### src/rtl/sap_control_sequencer.sv
// ---------------------------------------------------------------------------
// sap_control_sequencer
//
// Control unit for a SAP-style accumulator machine. A one-hot ring counter
// walks the T-states; a combinational decoder turns the current T-state and
// the instruction-register opcode into the datapath control word.
//
// Extras over the classic SAP-1 sequencer: JMP, illegal-opcode flagging,
// a latched HALT state that only an asynchronous clear releases, and a
// single-step mode driven by the rising edge of a step request.
//
// Parameters
//   OP_W      opcode width; the opcodes below are zero-extended to OP_W
//   T_STATES  ring length (6 or more); T7..Tn decode as NOP
//
// Ports
//   clk         system clock, all state changes on the rising edge
//   low_clr     asynchronous active-low clear
//   op_code     opcode field of the instruction register, stable from T4
//   step_en     1 = single-step mode
//   step        step request (level); its rising edge advances one T-state
//   cw          control word, active-high:
//               [12]cp [11]ep [10]lm [9]ce [8]li [7]ei [6]la [5]ea
//               [4]su  [3]eu  [2]lb  [1]lo [0]lp
//   t_state     one-hot current T-state, bit 0 = T1
//   low_halt    0 while halted
//   illegal_op  1 during T4 of an undefined opcode
// ---------------------------------------------------------------------------
module sap_control_sequencer #(
    parameter int OP_W     = 4,
    parameter int T_STATES = 6
) (
    input  logic                clk,
    input  logic                low_clr,
    input  logic [OP_W-1:0]     op_code,
    input  logic                step_en,
    input  logic                step,
    output logic [12:0]         cw,
    output logic [T_STATES-1:0] t_state,
    output logic                low_halt,
    output logic                illegal_op
);

    // Control word bit masks
    localparam logic [12:0] CW_CP = 13'h1000;
    localparam logic [12:0] CW_EP = 13'h0800;
    localparam logic [12:0] CW_LM = 13'h0400;
    localparam logic [12:0] CW_CE = 13'h0200;
    localparam logic [12:0] CW_LI = 13'h0100;
    localparam logic [12:0] CW_EI = 13'h0080;
    localparam logic [12:0] CW_LA = 13'h0040;
    localparam logic [12:0] CW_EA = 13'h0020;
    localparam logic [12:0] CW_SU = 13'h0010;
    localparam logic [12:0] CW_EU = 13'h0008;
    localparam logic [12:0] CW_LB = 13'h0004;
    localparam logic [12:0] CW_LO = 13'h0002;
    localparam logic [12:0] CW_LP = 13'h0001;

    // Opcodes, zero-extended to the configured opcode width
    localparam logic [OP_W-1:0] OP_LDA = OP_W'(4'b0000);
    localparam logic [OP_W-1:0] OP_ADD = OP_W'(4'b0001);
    localparam logic [OP_W-1:0] OP_SUB = OP_W'(4'b0010);
    localparam logic [OP_W-1:0] OP_JMP = OP_W'(4'b0011);
    localparam logic [OP_W-1:0] OP_OUT = OP_W'(4'b1110);
    localparam logic [OP_W-1:0] OP_HLT = OP_W'(4'b1111);

    typedef enum logic {
        MODE_RUN  = 1'b0,
        MODE_HALT = 1'b1
    } mode_t;

    mode_t               mode_q, mode_d;
    logic [T_STATES-1:0] t_next;
    logic                step_q;
    logic                step_rise;
    logic                halt_now;
    logic                advance;

    // Only the first six T-states carry work; later ring positions see an
    // all-zero slice here and therefore decode to NOP.
    function automatic logic [12:0] decode_cw(input logic [5:0]      ts,
                                              input logic [OP_W-1:0] op);
        logic [12:0] w;
        w = '0;
        if (ts[0]) begin
            w = CW_EP | CW_LM;
        end else if (ts[1]) begin
            w = CW_CP;
        end else if (ts[2]) begin
            w = CW_CE | CW_LI;
        end else if (ts[3]) begin
            case (op)
                OP_LDA, OP_ADD, OP_SUB: w = CW_EI | CW_LM;
                OP_JMP:                 w = CW_EI | CW_LP;
                OP_OUT:                 w = CW_EA | CW_LO;
                default:                w = '0;
            endcase
        end else if (ts[4]) begin
            case (op)
                OP_LDA:         w = CW_CE | CW_LA;
                OP_ADD, OP_SUB: w = CW_CE | CW_LB;
                default:        w = '0;
            endcase
        end else if (ts[5]) begin
            case (op)
                OP_ADD:  w = CW_EU | CW_LA;
                OP_SUB:  w = CW_SU | CW_EU | CW_LA;
                default: w = '0;
            endcase
        end
        return w;
    endfunction

    function automatic logic op_defined(input logic [OP_W-1:0] op);
        logic d;
        case (op)
            OP_LDA, OP_ADD, OP_SUB, OP_JMP, OP_OUT, OP_HLT: d = 1'b1;
            default:                                        d = 1'b0;
        endcase
        return d;
    endfunction

    // Step request edge detector; runs whether or not step mode is enabled
    // so that enabling step mode with step already high does not advance.
    always_ff @(posedge clk or negedge low_clr) begin
        if (!low_clr) begin
            step_q <= 1'b0;
        end else begin
            step_q <= step;
        end
    end

    assign step_rise = step & ~step_q;

    // State register: halt mode and the T-state ring
    always_ff @(posedge clk or negedge low_clr) begin
        if (!low_clr) begin
            mode_q  <= MODE_RUN;
            t_state <= T_STATES'(1);
        end else begin
            mode_q  <= mode_d;
            t_state <= t_next;
        end
    end

    // Next-state logic. HLT is recognised combinationally in T4 so the ring
    // never leaves T4 and low_halt drops in the very cycle T4 is reached;
    // the mode register then keeps the machine halted even if the opcode
    // changes afterwards.
    always_comb begin
        mode_d   = mode_q;
        t_next   = t_state;
        halt_now = (mode_q == MODE_HALT) || (t_state[3] && (op_code == OP_HLT));
        advance  = 1'b0;

        if (halt_now) begin
            mode_d = MODE_HALT;
        end else begin
            advance = !step_en || step_rise;
        end

        if (advance) begin
            t_next = {t_state[T_STATES-2:0], t_state[T_STATES-1]};
        end
    end

    // Outputs
    assign cw         = halt_now ? 13'h0000 : decode_cw(t_state[5:0], op_code);
    assign low_halt   = ~halt_now;
    assign illegal_op = t_state[3] & ~halt_now & ~op_defined(op_code);

endmodule

### config.mk
export PLATFORM = sky130hd
export DESIGN_NAME = sap_control_sequencer
export DESIGN_NICKNAME = d
export VERILOG_FILES = /design/src/rtl/sap_control_sequencer.sv
export SDC_FILE = /design/constraint.sdc
export NUM_CORES = 1
export LEC_CHECK = 0
export BUFFER_PORTS_ARGS = -buffer_cell sky130_fd_sc_hd__buf_2
export CAP_MARGIN = 10
export CORE_AREA = 3 3 40 42
export DETAILED_ROUTE_END_ITERATION = 6
export DIE_AREA = 0 0 43 45
export PLACE_DENSITY = 0.86
export SYNTH_ARGS = -nofsm -noshare
export SYNTH_HDL_FRONTEND = slang
export SYNTH_SLANG_ARGS = --single-unit
### constraint.sdc
create_clock -name clk -period 4.5 [get_ports clk]
set_input_delay 0.9 -clock clk [delete_from_list [all_inputs] [get_ports clk]]
set_output_delay 0.9 -clock clk [all_outputs]
set_load 0.02 [all_outputs]
==> results.yml <==
critical_path:
  critPathKind: "primary input to output port"
  ff2ff_path_depth: 3
  cp.required_ns: 3.60
  crit_start: "op_code[3]"
  start_kind: "primary input"
  reg2reg_to: "t_state[2]"
  end_kind: "output port"
  r2r_start: "t_state[3]"
  worst_ep_arrival_time_ns: 2.10
  crit_end: "cw[3]"
  ff2ff_setup_slack_ns: 3.04
  crit_path_max_fanout: 7
timing:
  min_period_ns: 3.00
  timing.fmax_ghz: 0.333
  post-route-period-util_pct: 66.7
  final-setup-viol-count: 0
  hold_viol_final: 0
  slew_violations: 0
  tightest_slew_ns: 0.358
  skew_ns: 0.00838
  setup_tns_ns: 0
  rsz0062_at_grt: "false"
  relSlewSlack_pct: 76.0
  timing.hold.ws_ns: 0.471
place:
  gp_congestion: 0.801
  hpwl_mm: 1.12
  dpl_cell_area_um2: 697
  io_buffer_count: 28
floorplan:
  die_x_um: 43
  core_um2: 1280
  start_util_pct: 42.5
  die_h_um: 45
  rows: 13
  dieArea_um2: 1940
  pin_count: 29
global_routing:
  grt_pass1_wl_mm: 1.99
  groute.usage.overall_pct: 14.2
  grt_max_degree: 9
  overflow: 0
  antenna_found_initial: 0
  grt_pass1_vias: 474
outcome:
  status: "complete, no violations"
clock_tree:
  cts_sinks: 8
  cts_root_buf: "clkbuf_4"
  clk_pin_slew_worst_paths_ns: 0.06
  clock_latency_ns: 0.26
  cts_tree: "built"
  cts_made_buffers: 3
  cts_resized: 0
  hold_buffers: 0
  cts_buffer_depth: 2
  post_cts_buffers: 0
  cts_max_level: 1
route:
  wire_per_inst_um: 13.6
  ant_nets: 0
  first_pass_iters: 4
  vias: 563
  wirelength_mm: 1.40
  viasPerCell: 5.47
  drc_errors: 0
  drt_iter0_markers: 9
job:
  cap_violations: 0
hold_path:
  hold_path_class: "primary input to asynchronous set/reset pin"
synthesis:
  ys_warn_count: 0
  avgSynthCellArea_um2: 9.57
  synth_flop_cell: "dfrtp_1"
  synthTopCellsByArea: "dfrtp_1 32%, mux2_1 8.3%, dfstp_2 4.8%"
  synthArstFlopShare_pct: 100
  synth-edff-count: 0
  synth_seq_area_share_pct: 36.9
  synthesis.nets: 65
  synth_cells: 57
  synth_top_area_share_pct: 32.1
  ys_ff_latch: 8
  yosys.cell_count.top_type: "dfrtp_1"
  synthDistinctLibCells: 33
  synth_area_um2: 546
  yosysTopAreaCell: "dfrtp_1"
  synth_common_cells: "7 x dfrtp_1, 4 x mux2_1"
layout:
  stdcell_area_um2: 723
  antennaDiodeCount: 0
  final_util_pct: 56.3
  area_growth_syn_to_layout_pct: 32.6
  final_nets: 97
  drive_above_1_share_pct: 43.2
power_and_ir_drop:
  p_leak_uw: 0.000386
  power_uw: 144
  powerDensity_nw_per_um2: 199
  peakVddDrop_mv: 0.137
## cell type report
class / instances / area (um2)
Fill cell: 124 / 562
Multi-Input combinational cell: 44 / 322
Sequential cell: 8 / 201
Timing Repair Buffer: 28 / 140
Clock buffer: 4 / 26.3
Tap cell: 15 / 18.8
Inverter: 4 / 15.0
## how the worst min path moves through the flow
stage	startpoint	end	depth (start not counted)
floorplan	low_clr	mode_q	0
detailed placement	t_state[5]	t_state[5]	1
global placement	t_state[5]	t_state[5]	1
CTS	low_clr	t_state[3]	1
finish	low_clr	t_state[3]	1
global route	low_clr	t_state[3]	1
## worst max-delay path: stages
cell and delay [ns]:
buf_2 0.13, nor3_1 0.24, or3b_4 0.43, nor3_1 0.20
buf_2 0.19
## state kept, by name, summed over array words and instances, names as in the netlist
signal   flops
mode_q       1
step_q       1
t_state      6
## cell families after synthesis
kind of cell / share of synthesized area [%]
AND/OR/NAND/NOR: 30.0
AO/OA/AOI/OAI: 19.0
flip-flops: 36.9
buffers and inverters: 4.13
multiplexers: 8.26
XOR/XNOR: 1.61
## through the flow
step	setup WS (ns)	instances
finish	1.50	103
global route	1.39	103
CTS	1.51	103
detailed placement	1.51	99
global placement	1.53	99
floorplan	1.22	57
## power by group
group	leakage, uW	total [uW]	internal, uW	switching [uW]
clock	0.0000150	58.9	33.9	25.0
sequential	0.000101	72.7	72.5	0.209
combinational	0.000270	12.1	4.32	7.80
total	0.000386	144	111	33.0
## cell usage in the layout, fill, tap and decap left out, types with 2 or more instances in the layout
cell / Yosys / layout
buf_2: 0 / 28
dfrtp_1: 7 / 7
mux2_1: 4 / 4
inv_1: 3 / 3
nor2_1: 3 / 3
nor4b_1: 3 / 3
a21oi_1: 3 / 3
clkbuf_4: 0 / 3
nand2_1: 2 / 2
and3_1: 2 / 2
and2_1: 2 / 2
nor3_1: 2 / 2
a31oi_1: 2 / 2
nand2b_1: 2 / 2
o221a_2: 2 / 2
## per-layer routing
| metal | part of all wire (%) | GRT usage (%) | up-vias |
|---|---|---|---|
| li1 | - | - | 282 |
| met1 | 41 | 16.3 | 257 |
| met2 | 50 | 24.3 | 20 |
| met3 | 6.2 | 1.20 | 4 |
| met4 | 2.4 | 11.4 | 0 |
| met5 | 0 | 0 | - |
(Power assumes the default switching activity.)
